===== config.mk =====
export PLATFORM = sky130hd
export DESIGN_NAME = rst_seq_mon
export DESIGN_NICKNAME = d
export VERILOG_FILES = /design/src/rtl/rst_seq_pkg.sv /design/src/rtl/rst_sync_chain.sv /design/src/rtl/rst_seq_mon.sv
export SDC_FILE = /design/constraint.sdc
export NUM_CORES = 1
export LEC_CHECK = 0
export BUFFER_PORTS_ARGS = -buffer_cell sky130_fd_sc_hd__buf_4
export CORE_MARGIN = 5
export CORE_UTILIZATION = 30
export DETAILED_ROUTE_END_ITERATION = 10
export PLACE_DENSITY = 0.48
export REMOVE_ABC_BUFFERS = 1
export SLEW_MARGIN = 20
export SYNTH_ARGS = -nofsm -noshare
export SYNTH_HDL_FRONTEND = slang
export SYNTH_SLANG_ARGS = --single-unit

===== constraint.sdc =====
create_clock -name clk -period 1.95 [get_ports clk]
set_input_delay 0 -clock clk [delete_from_list [all_inputs] [get_ports clk]]
set_output_delay 0 -clock clk [all_outputs]
set_load 0.02 [all_outputs]

===== src/rtl/rst_seq_pkg.sv =====
// rst_seq_pkg: state encoding, soft-reset counter limits and default parameters for rst_seq_mon
package rst_seq_pkg;

    localparam logic [1:0] ST_HOLD    = 2'd0;
    localparam logic [1:0] ST_RELEASE = 2'd1;
    localparam logic [1:0] ST_DONE    = 2'd2;
    localparam logic [1:0] ST_SOFT    = 2'd3;

    typedef enum logic [1:0] {
        HOLD    = ST_HOLD,
        RELEASE = ST_RELEASE,
        DONE    = ST_DONE,
        SOFT    = ST_SOFT
    } rst_seq_state_e;

    localparam int SOFT_CNT_W = 8;
    localparam logic [SOFT_CNT_W-1:0] SOFT_CNT_MAX = 8'd255;

    localparam int DEF_SYNC_STAGES = 2;
    localparam int DEF_NUM_STAGES  = 3;
    localparam int DEF_STAGE_GAP   = 4;
    localparam int DEF_SOFT_CYCLES = 8;
    localparam int DEF_HB_LOG2     = 4;

    function automatic int max_int(input int a, input int b);
        return (a > b) ? a : b;
    endfunction

endpackage


===== src/rtl/rst_sync_chain.sv =====
// rst_sync_chain: async-assert, sync-deassert reset synchronizer (active-low in and out)
module rst_sync_chain #(
    parameter int SYNC_STAGES = 2
) (
    input  logic clk,
    input  logic rst,
    output logic rst_sync_n
);

    logic [SYNC_STAGES-1:0] ff;

    // shift ones in after rst rises; any rst low clears the whole chain immediately
    always_ff @(posedge clk or negedge rst) begin
        if (!rst)
            ff <= '0;
        else
            ff <= {ff[SYNC_STAGES-2:0], 1'b1};
    end

    assign rst_sync_n = ff[SYNC_STAGES-1];

endmodule


===== src/rtl/rst_seq_mon.sv =====
// rst_seq_mon: reset synchronizer plus staged subsystem reset release with soft reset; heartbeat under RST_SEQ_MON_HEARTBEAT_EN
module rst_seq_mon
    import rst_seq_pkg::*;
#(
    parameter int SYNC_STAGES = DEF_SYNC_STAGES,
    parameter int NUM_STAGES  = DEF_NUM_STAGES,
    parameter int STAGE_GAP   = DEF_STAGE_GAP,
    parameter int SOFT_CYCLES = DEF_SOFT_CYCLES,
    parameter int HB_LOG2     = DEF_HB_LOG2
) (
    input  logic                  clk,
    input  logic                  rst,
    input  logic                  sw_rst_req,
    output logic                  rst_sync_n,
    output logic [NUM_STAGES-1:0] rst_stage_n,
    output logic                  rst_done,
    output logic                  busy,
    output logic [SOFT_CNT_W-1:0] soft_cnt,
    output logic                  hb
);

    localparam int GW    = $clog2(max_int(STAGE_GAP, SOFT_CYCLES)) + 1;
    localparam int IDX_W = $clog2(NUM_STAGES) + 1;
    localparam logic [GW-1:0]    GAP_LAST  = GW'(STAGE_GAP - 1);
    localparam logic [GW-1:0]    SOFT_LAST = GW'(SOFT_CYCLES - 1);
    localparam logic [IDX_W-1:0] IDX_LAST  = IDX_W'(NUM_STAGES - 1);

    if (SYNC_STAGES < 2 || NUM_STAGES < 1 || STAGE_GAP < 1 || SOFT_CYCLES < 1 || HB_LOG2 < 1) begin : g_bad_param
        $error("rst_seq_mon: parameter below its minimum");
    end

    logic [1:0]       state;
    logic [GW-1:0]    gap_cnt;
    logic [IDX_W-1:0] idx;
    logic             start;
    logic             adv;
    logic             last;
    logic             soft_go;

    rst_sync_chain #(.SYNC_STAGES(SYNC_STAGES)) u_sync (
        .clk        (clk),
        .rst        (rst),
        .rst_sync_n (rst_sync_n)
    );

    // start releases stage 0 (from HOLD or at the end of a soft hold); adv releases the next stage
    assign start   = (state == ST_HOLD && rst_sync_n) || (state == ST_SOFT && gap_cnt == SOFT_LAST);
    assign adv     = state == ST_RELEASE && gap_cnt == GAP_LAST;
    assign last    = start ? (NUM_STAGES == 1) : (idx == IDX_LAST);
    assign soft_go = state == ST_DONE && sw_rst_req;

    // sequencer: shifting a one into the stage vector keeps it thermometer-coded
    always_ff @(posedge clk or negedge rst) begin
        if (!rst) begin
            state       <= ST_HOLD;
            busy        <= 1'b1;
            rst_stage_n <= '0;
            rst_done    <= 1'b0;
            gap_cnt     <= '0;
            idx         <= '0;
            soft_cnt    <= '0;
        end else if (start || adv) begin
            rst_stage_n <= NUM_STAGES'({rst_stage_n, 1'b1});
            idx         <= start ? IDX_W'(1) : idx + 1'b1;
            gap_cnt     <= '0;
            state       <= last ? ST_DONE : ST_RELEASE;
            busy        <= !last;
            rst_done    <= last;
        end else if (soft_go) begin
            rst_stage_n <= '0;
            rst_done    <= 1'b0;
            state       <= ST_SOFT;
            busy        <= 1'b1;
            gap_cnt     <= '0;
            soft_cnt    <= (soft_cnt == SOFT_CNT_MAX) ? soft_cnt : soft_cnt + 1'b1;
        end else if (state == ST_RELEASE || state == ST_SOFT) begin
            gap_cnt     <= gap_cnt + 1'b1;
        end
    end

`ifdef RST_SEQ_MON_HEARTBEAT_EN
    logic [HB_LOG2-1:0] hb_cnt;
    logic               hb_q;

    // free-running heartbeat counter, parked at zero until every stage is out of reset
    always_ff @(posedge clk or negedge rst) begin
        if (!rst) begin
            hb_cnt <= '0;
            hb_q   <= 1'b0;
        end else if (!rst_done) begin
            hb_cnt <= '0;
            hb_q   <= 1'b0;
        end else begin
            hb_cnt <= hb_cnt + 1'b1;
            hb_q   <= (&hb_cnt) ? !hb_q : hb_q;
        end
    end

    assign hb = hb_q & rst_done;
`else
    assign hb = 1'b0;
`endif

endmodule


Word-level counts from Yosys, hierarchy flattened
Index checks and enable logic that the tools add are counted.
{"block": "word_totals", "elab_cells": 46, "register_bits": 24, "output_inout_bits": 15, "input_bits": 3}
{"block": "op_classes", "n_bitwise": 2, "mux": 14, "n_reduce_logical": 12, "addsub": 3, "eq_ne": 7}
{"op": "$mux W4", "count": 3}
{"op": "$mux W3", "count": 3}
{"op": "$add A8 B1 Y8 const B", "count": 1}
{"op": "$eq A8 B8 Y1 const B", "count": 1}
{"op": "$mux W2", "count": 3}
{"op": "$mux W1", "count": 5}
{"op": "$add A4 B1 Y4 const B", "count": 1}
{"op": "$eq A2 B2 Y1 const B", "count": 2}
{"op": "$eq A4 B2 Y1 const B", "count": 1}
{"op": "$eq A4 B3 Y1 const B", "count": 1}
{"op": "$logic_and A1 B1 Y1", "count": 4}
{"op": "$add A3 B1 Y3 const B", "count": 1}
{"op": "$eq A3 B2 Y1 const B", "count": 1}
{"op": "$logic_or A1 B1 Y1", "count": 3}
{"op": "$reduce_and A3 Y1", "count": 1}
{"op": "$reduce_bool A3 Y1", "count": 1}
{"op": "$eq A2 B1 Y1 const B", "count": 1}
{"op": "$logic_not A2 Y1", "count": 1}
{"op": "$not A1 Y1", "count": 2}
{"op": "$reduce_bool A2 Y1", "count": 1}
{"op": "$logic_not A1 Y1", "count": 1}

Depth between registers and ports, before layout
Gate-level depths: netlist of the first run.
{"block": "logic_depth", "depth_word": 6, "mapped_depth": 6, "depth_no_buf": 5}

Cells and area by module
Synthesis of the first run repeated with hierarchy kept, for this count alone.
{"block": "hier_totals", "cells_unflattened": 103, "area_unflattened_um2": 1213.7}
{"module": "rst_seq_mon", "cells_each": 100, "seq_area_each_um2": 551.8, "n_inst": 1, "area_per_inst_um2": 1159.9}
{"module": "rst_sync_chain", "cells_each": 3, "seq_area_each_um2": 50.0, "n_inst": 1, "area_per_inst_um2": 53.8}

Least setup slack after synthesis of the first run
OpenSTA, ideal clock, no wires.
{"block": "synth_path", "path_kind": "reg2reg", "from": "register soft_cnt[0]", "to": "register soft_cnt[1]", "setup_slack_ns": 0.252, "setup_time_ns": 0.125, "required_time_ns": 1.825, "t_arrival_ns": 1.573, "path_buffers": 0, "synth_period_minus_slack_ns": 1.698, "path_stages_with_launch": 6, "cell_sequence": "dfrtp_1 ha_1 nand2_1 or3_1 nand2_1 mux2_2"}
{"block": "synth_between", "elab_chain_len": 3, "word_cells_on_any_way": 4, "classes_between": "add/sub: 1; eq/ne: 1; bitwise: 1; reduce/logical: 1"}
{"element": "start: declaration", "line": "rst_seq_mon.sv:18", "rtl": "output logic [SOFT_CNT_W-1:0] soft_cnt,"}
{"element": "start signal: assignment", "line": "rst_seq_mon.sv:75", "rtl": "soft_cnt <= (soft_cnt == SOFT_CNT_MAX) ? soft_cnt : soft_cnt + 1'b1;"}
{"element": "parallel branches: the longest is 3 deep, another holds $add A8 B1 Y8"}
Parallel ways; which one is timed is not known.
A chain may end at the register's enable or synchronous reset.

Worst setup path after layout of the first run
Ends and elaborated chain as after synthesis.

==> results.md, run 1 <==
- In this run the deepest clock path goes through 2 buffers.
- The DRC violation total after the first TritonRoute iteration is 40.
- Setup repair after global routing left no endpoint under its margin.
- Measured in cells, the most critical reg-to-reg path has a length of 5.
- The worst setup skew after layout is 1.18 ps.
- The run finished with clean final reports.
- The worst setup slack after placement is approximately 270 ps.
- CTS placed an instance of sky130_fd_sc_hd__clkbuf_8 at the clock tree root.
- The remaining routing DRC violations is 0.
- The final routed wire length divided by cell count is 12.9 um.
- The core box area is 3970 um^2.
- The met3 wire length is 90 um.
- In this run the number of H-tree levels came out at 1.
- The antenna cell count is 0.
- In this run the cell area of the synthesized design comes to ~1200 um^2.
- Before antenna repair, the detailed router went through 4 iterations.
- The clock-pin slew reported for the worst setup and hold paths after clock tree synthesis is 80 ps.
- The fraction of final layout cells sized beyond drive strength 1 is 24.2%.
- The synthesized area per cell is 11.0 um^2.
- After routing, the total negative slack on setup checks comes to 0 ps.
- The per-cell via count in the routed design is 4.60.
- Measured along the x axis, the die boundary spans 73.6 um.
- Buffers added to address setup during post-CTS repair amount to 0.
- Signal routing reaches up to met4.
- The overall power of the completed layout is roughly 1700 uW.
- The share of the clock period used by the worst path is 87.1%.
- The initial antenna violation count was 0.
- Of all flip-flops after synthesis, the portion carrying an async set or reset was 100%.
- In this run the core area contains 23 standard-cell rows.
- The total of buffers placed on input and output ports is 16.
- Clock latency on the worst-skew pair, taken at its later pin, is 270 ps.
- The quantity of gates resized following cts is 0.
- The required time of the critical path is 2110 ps.
- Summed over all nets, the half-perimeter wirelength after detailed placement is 1690 um.
- Wire segments on met2 add up to about 1100 um in the final route.
- Ranked by total cell area, the synthesized netlist is headed by sky130_fd_sc_hd__dfrtp_1 (47%), sky130_fd_sc_hd__ha_1 (4.1%), sky130_fd_sc_hd__xnor2_1 (3.6%).
- The full die area is 5410 um^2.
- The layout overhead on the synthesized area is 17.1%.
- The number of violations of the max-capacitance limit is 0.
- The tree built by TritonCTS fans out to 24 sinks.
- The type of the setup path with the least slack is register to register.
- The number of setup violations in the final report is 0.
- The cell total after placement is 173.
- The number of cells on the worst hold path is 4.
- For this design the static power due to leakage is 0.000678 uW.
- The flip-flop and latch count after synthesis is 24.
- The largest net degree at the start of global routing is 25.
- Wires add up to 2290 um.
- The detailed router placed between 800 and 900 vias in this run.
- Based on the critical path, the design can be clocked at up to 589 MHz.
- During synthesis, Yosys emitted a total of 0 warnings.
- Measured on the finished design, the core utilization comes to 35.8%.
- The global routing usage summed across all routing layers is 9.27%.
- The synthesized instance count is 110.
- At the end of the flow, the number of nets in the layout was 136.
- The worst setup path is launched from a register.
- The most instantiated flip-flop cell in the synthesis netlist is sky130_fd_sc_hd__dfrtp_1.
- Yosys mapped a number of flops with a built-in enable equal to 0.
- The final-report hold violation count is 0.
- The number of distinct library cells after synthesis is 35.
- Routability-driven placement finished with a final weighted congestion of slightly above 0.8.
- For this configuration, the core starts out at a cell density of 30.5%.
- The TritonCTS clock tree is built.
- The worst path meets setup with 251 ps of slack.
- The number of global-route vias before repair is 850.
- The vertical die dimension is 73.6 um.
- The detailed router put a total of 1070 um of wire on met1.
- STA classifies the critical path endpoint as a register.
- The clock period could shrink to 1700 ps.
- The portion of the post-synthesis area used by sequential elements is 49.6%.
- In this run the biggest area consumer among cell types represents a little under half of the synthesized area.
- The count of nets left with antenna violations once routing finished came out at 0.
- Power spread over the standard cell area amounts to 1190 nW/um^2.
- The kind of path behind the tightest hold check is primary input to register.
- The non-filler instance count after layout is 178.
- The global-route wire length before repair is 3820 um.
- For this design the top-level I/O count stands at 18.
- The data arrival time at the worst-slack endpoint is 1860 ps.
- The number of pins exceeding their max-slew limit in the final report came to 0.
- The library cell occupying the most area in the post-synthesis netlist is sky130_fd_sc_hd__dfrtp_1.
- The total overflow left after global routing is 0.
- The number of buffers created by CTS is 3.
- The maximum fanout count along the critical path is 4.
- VDD sags by at most slightly above 0.0003 V.
==> final timing paths <==
path / slack (ps) / endpoint / startpoint
min: 150 / rst_stage_n[1] / sw_rst_req
max: 250 / soft_cnt[1] / soft_cnt[0]
min reg2reg: 350 / u_sync.ff[1] / u_sync.ff[0]
max reg2reg: 250 / soft_cnt[1] / soft_cnt[0]
min in group asynchronous: 170 / idx[2] / rst
max in group asynchronous: 1500 / busy / rst
==> timing repair <==
item,4_1_cts,5_1_grt
hold buffers,1,0
hold endpoints to repair,24,0
setup endpoints to repair,0,0
==> critical path, stage by stage, from the launching register on <==
cell                      delay (ps)
sky130_fd_sc_hd__dfrtp_1         420
sky130_fd_sc_hd__ha_1            190
sky130_fd_sc_hd__nand2_1         120
sky130_fd_sc_hd__or3_1           390
sky130_fd_sc_hd__nand2_1         130
sky130_fd_sc_hd__mux2_2          340
==> cells by family (layout without fill, tap and decap cells) <==
family	Yosys count	count (layout)	share of synthesized area [%]
muxes	6	6	5.26
and+or+nand+nor	44	44	22.9
adders and majority gates	4	4	4.13
buffers and inverters	8	26	4.33
other	2	2	0.619
AOI/OAI and AO/OA	16	16	8.77
xor gates and xnor gates	6	6	4.33
DFF	24	24	49.6
==> where the power goes <==
part / internal, uW / switching (uW) / total [uW] / leakage, uW
Clock: 146 / 157 / 303 / 0.0000228
Combinational: 315 / 290 / 605 / 0.000361
Sequential: 628 / 153 / 781 / 0.000295
Total: 1090 / 600 / 1690 / 0.000678
==> layout make-up <==
type,instances,area [um^2]
Inverter,4,15.0
Sequential cell,24,602
Timing Repair Buffer,18,138
Clock buffer,4,45.0
Fill cell,405,2550
Multi-Input combinational cell,78,558
Tap cell,50,62.6
==> per-layer routing <==
metal / global-route usage [%] / vias up
met5: 0 / -
met4: 4.63 / 0
met3: 1.92 / 5
met2: 15.6 / 16
met1: 11.1 / 386
li1: - / 411
==> metrics by stage <==
| stage | area, um^2 | hold WS, ps |
|---|---|---|
| floorplan | 1170 | -296 |
| global placement | 1370 | -79.3 |
| CTS | 1420 | 152 |
| detailed placement | 1370 | -73.4 |
| finish | 1420 | 152 |
| global route | 1420 | 172 |
==> cells in the final DEF (no fill, tap or decap), drive strengths merged <==
master / netlist / layout
a21oi: 9 / 9
a31o: 1 / 1
a31oi: 3 / 3
and2: 2 / 2
and3: 4 / 4
and3b: 2 / 2
buf: 3 / 17
clkbuf: 1 / 4
conb: 2 / 2
dfrtp: 23 / 23
dfstp: 1 / 1
dlygate4sd3: 0 / 1
ha: 4 / 4
inv: 4 / 4
mux2: 3 / 3
mux2i: 3 / 3
nand2: 10 / 10
nand2b: 3 / 3
nand3: 5 / 5
nand3b: 1 / 1
nand4: 1 / 1
nand4bb: 1 / 1
nor2: 9 / 9
nor3: 2 / 2
nor3b: 2 / 2
o21ai: 3 / 3
or2: 1 / 1
or3: 1 / 1
xnor2: 5 / 5
xor2: 1 / 1
==> synth_stat cells, types with 3 or more instances <==
library cell / instances
sky130_fd_sc_hd__inv_1: 4
sky130_fd_sc_hd__mux2i_1: 3
sky130_fd_sc_hd__nand2b_1: 3
sky130_fd_sc_hd__xnor2_1: 5
sky130_fd_sc_hd__and3_1: 4
sky130_fd_sc_hd__dfrtp_1: 23
sky130_fd_sc_hd__o21ai_0: 3
sky130_fd_sc_hd__mux2_2: 3
sky130_fd_sc_hd__nand3_1: 5
sky130_fd_sc_hd__a21oi_1: 8
sky130_fd_sc_hd__ha_1: 4
sky130_fd_sc_hd__nor2_1: 8
sky130_fd_sc_hd__nand2_1: 10
==> sequential cells by signal (all words and copies together), names as in the netlist <==
name         count
idx              3
state            2
soft_cnt         8
u_sync.ff        2
rst_done         1
busy             1
gap_cnt          4
rst_stage_n      3
Power figures use the tool's default switching activity.
==> inputs of run 2 (changes only) <==
--- a/config.mk
+++ b/config.mk
@@ -5,11 +5,13 @@
 export SDC_FILE = /design/constraint.sdc
 export NUM_CORES = 1
 export LEC_CHECK = 0
+export ABC_AREA = 1
 export BUFFER_PORTS_ARGS = -buffer_cell sky130_fd_sc_hd__buf_4
 export CORE_MARGIN = 5
 export CORE_UTILIZATION = 30
 export DETAILED_ROUTE_END_ITERATION = 10
 export PLACE_DENSITY = 0.48
+export RECOVER_POWER = 100
 export REMOVE_ABC_BUFFERS = 1
 export SLEW_MARGIN = 20
 export SYNTH_ARGS = -nofsm -noshare
==> run 2 against run 1 <==
- register-to-register slack better by 90 ps
- final cell count is 24% higher
- area after synthesis rose by 4.6%
- sequential cell count unchanged
- via count is 22% higher
- final area rose by 0.88%
- non-clock buffer count down 1
- worst hold slack gained 16 ps
- die area is 4.0% higher
- sequential power rose by 3.6%
- combinational power rose by 24%
==> results.md, run 2 <==
- The run finished with clean final reports.
- The nature of the critical path endpoint is a register.
- The final hold slack is 168 ps (+15.7 ps).
- The flip-flop and latch count after synthesis is 24 (unchanged).
- In the final layout, the registers with the most flip-flops are soft_cnt (8), gap_cnt (4).
- The total of buffers placed on input and output ports is 16 (unchanged).
- From synthesis to final layout, the design area changed by 12.9%.
- The transition time of the tightest slew-check pin is 1290 ps.
- The global-route wire length before repair is 4340 um (+14%).
- The standby leakage power is 0.000753 uW (+11%).
- The routing usage on met2 is 16.4% (+0.79 points).
- Of all cell types, the one taking the most synthesized area is sky130_fd_sc_hd__dfrtp_1.
- The global routing usage on met3 is 2.00% (+0.087 points).
- The via count is 997 (+22%).
- The mapped cell area was 1270 um^2 (+4.6%).
- Setup repair after global routing left no endpoint under its margin.
- The slowest library cell on the worst path is sky130_fd_sc_hd__dfrtp_1.
- The largest net degree at the start of global routing is 25 (unchanged).
- The DRC violation total after the first TritonRoute iteration was 32 (-20%).
- The shortest clock period the worst path allows after layout is 1610 ps (-86.5 ps).
- The required time of the critical path is 2130 ps (+20 ps).
- Counting instances in the post-synthesis netlist gives the leading cell types as sky130_fd_sc_hd__nand2_1 (44), sky130_fd_sc_hd__dfrtp_1 (23), sky130_fd_sc_hd__nand3_1 (18).
- The number of distinct library cells after synthesis is 25 (-29%).
- The worst setup skew after layout is 2.95 ps (+1.77 ps).
- In the post-synthesis netlist, the biggest area contributors are sky130_fd_sc_hd__dfrtp_1 (45%), sky130_fd_sc_hd__nand2_1 (13%), sky130_fd_sc_hd__nand3_1 (7.1%).
- The synthesized area per cell is 8.46 um^2 (-23%).
- The power per cell area is 1320 nW/um^2 (+11%).
- The largest delay contributor family on the critical path is simple AND/OR/NAND/NOR gates.
- The final weighted congestion in routability-driven placement is 0.803 (-3.1%).
- The most instantiated flip-flop cell in the synthesis netlist is sky130_fd_sc_hd__dfrtp_1.
- In this run the most used layer during global routing was met2.
- The number of buffers created by CTS came to 3 (unchanged).
- The number of fillers in the final layout is 449 (+11%).
- The worst stage delay on the critical path is 400 ps (-20 ps).
- The top-area cell type share of the netlist area is 45.4% (-2.1 points).
- The count of buffer and inverter cells on the critical path is 0 (unchanged).
- The vertical die dimension came to 75.0 um (+2.0%).
- The final-report hold violation count was 0 (unchanged).
- The total routed wirelength is 2550 um (+11%).
- The portion of the post-synthesis area used by sequential elements is 47.4% (-2.2 points).
- The share of the clock period used by the worst path is 82.7% (-4.4 points).
- The synthesized instance count is 150 (+36%).
- The met1 usage is 13.3% (+2.2 points).
- Ranked by flip-flop count, first place goes to soft_cnt.
- The antenna cell count is 0 (unchanged).
- The initial antenna violation count is 0 (unchanged).
- The number of setup violations in the final report is 0 (unchanged).
- The library cell used most frequently in the layout, excluding fill and tap cells, is sky130_fd_sc_hd__nand2_1.
- The cell sitting at the root of the clock tree is a sky130_fd_sc_hd__clkbuf_8.
- The die width was 75.0 um (+2.0%).
- The final routed wire length divided by cell count is 11.6 um (-9.9%).
- The detailed-router iteration count before antenna repair came to 4 (unchanged).
- The number of flip-flops in the largest register came to 8 (unchanged).
- The maximum fanout count along the critical path is 4 (unchanged).
- The number of pins exceeding their max-slew limit in the final report is 0 (unchanged).
- The kind of path behind the tightest hold check is primary input to register.
- The H-tree depth reported by CTS came to 1 (unchanged).
- The fraction of synthesis flops using an asynchronous set or reset pin came to 100% (unchanged).
- The source-to-sink clock delay at the later pin of the worst-skew pair is 260 ps (about the same).
- The overall power of the completed layout is 1890 uW (+12%).
- The warning count from the yosys run came to 0 (unchanged).
- The nature of the critical path startpoint is a register.
- The TritonCTS clock tree is built.
- The fraction of final layout cells sized beyond drive strength 1 came to 8.82% (-15 points).
- The full die area is 5630 um^2 (+4.0%).
- The number of buffers on the longest clock path came to 2 (unchanged).
- The HPWL after detailed placement is 1950 um (+15%).
- The worst supply voltage drop on vdd is 0.000383 V (+23%).
- Traced cell by cell, the critical path runs through ha_1 > nand3_1 > nor2_1 > nor2_1 > nand3_1 > nor3_1.
- The count of flip-flops with a built-in enable after synthesis came to 0 (unchanged).
- The library cells used most frequently in the layout, excluding fill and tap cells, are sky130_fd_sc_hd__nand2_1 (44), sky130_fd_sc_hd__dfrtp_1 (23), sky130_fd_sc_hd__nand3_1 (19).
- The post-layout instance area was 1430 um^2 (+0.88%).
- The effective utilization at floorplan came to 31.3% (+0.74 points).
- In this run the tightest slew margin relative to its limit is 13.7%.
- The quantity of gates resized following cts is 0 (unchanged).
- The final cell utilization of the core is 35.3% (-0.45 points).
- The number of clock sinks is 24 (unchanged).
- The clock-pin slew reported for the worst setup and hold paths after clock tree synthesis is 80 ps (about the same).
- The core box area is 4060 um^2 (+2.2%).
- The number of core rows was 23 (unchanged).
- The remaining global-route overflow is 0 (unchanged).
- The data arrival time at the worst-slack endpoint was 1790 ps (-70 ps).
- The remaining routing DRC violations came to 0 (unchanged).
- The boundary pin count is 18 (unchanged).
- The per-cell via count in the routed design is 4.53 (-1.4%).
- The number of nets still failing antenna checks after routing is 0 (unchanged).
- The number of violations of the max-capacitance limit is 0 (unchanged).
- The setup path with the least slack is of type register to register.
- The achievable clock frequency is 620 MHz (+5.4%).
- The global routing usage summed across all routing layers is 10.1% (+0.79 points).
- The area of placed instances was 1440 um^2 (+5.8%).
- The most frequently used cell type in the post-synthesis netlist is sky130_fd_sc_hd__nand2_1.
- The number of global-route vias before repair was 982 (+16%).
- The post-route setup TNS is 0 ps (unchanged).
- The net total in the final layout is 178 (+31%).
-- run 2: worst register-to-register path: cells and delay by family (launching register included) --
family | cells | cell delay, ps
DFF | 1 | 400
adders and majority gates | 1 | 240
and+or+nand+nor | 5 | 890
-- run 2: final timing paths --
path	to	depth (start not counted)	slack, ps	from
min in group asynchronous	state[1]	2	540	rst
setup / recovery	gap_cnt[0]	6	340	gap_cnt[0]
setup reg to reg	gap_cnt[0]	6	340	gap_cnt[0]
hold reg to reg	u_sync.ff[1]	0	350	u_sync.ff[0]
max in group asynchronous	gap_cnt[1]	2	650	rst
hold / removal	rst_stage_n[0]	4	170	sw_rst_req
-- run 2: routing by layer --
metal  routed length (um)  vias to the layer above
met1                 1260                      469
met4                   10                        0
met5                    0                        -
li1                     -                      508
met3                   96                        2
met2                 1190                       18
-- run 2: repair_timing --
| action | 4_1_cts | 5_1_grt |
|---|---|---|
| buffers inserted | 0 | 0 |
| hold buffers | 1 | 0 |
| endpoints found under the hold margin | 24 | 0 |
-- run 2: cells by family after synthesis --
family,Yosys count,share of synthesized area (%)
fa+ha+maj,4,3.94
flops,24,47.4
other cells,2,0.592
simple gates,85,33.8
compound gates,8,3.75
xor+xnor,5,3.45
buf+inv,22,7.00
-- run 2: cell type report --
class | count | area [um^2] | share of cell area [%]
sequential | 24 | 602 | 42.0
multi-input combinational | 104 | 554 | 38.7
inverter | 21 | 81.3 | 5.68
timing repair buffer | 17 | 77.6 | 5.41
tap | 50 | 62.6 | 4.37
clock buffer | 4 | 55.1 | 3.84
-- run 2: report_power, final --
group          switching (uW)  total (uW)  internal (uW)
clock network             153         333            180
logic                     495         751            256
registers                 140         809            670
-- run 2: through the flow --
step | worst slack [ps] | std cells
2_1_floorplan | 550 | 149
3_3_place_gp | 490 | 215
3_5_place_dp | 446 | 215
4_1_cts | 435 | 220
5_1_grt | 211 | 220
6_report | 338 | 220
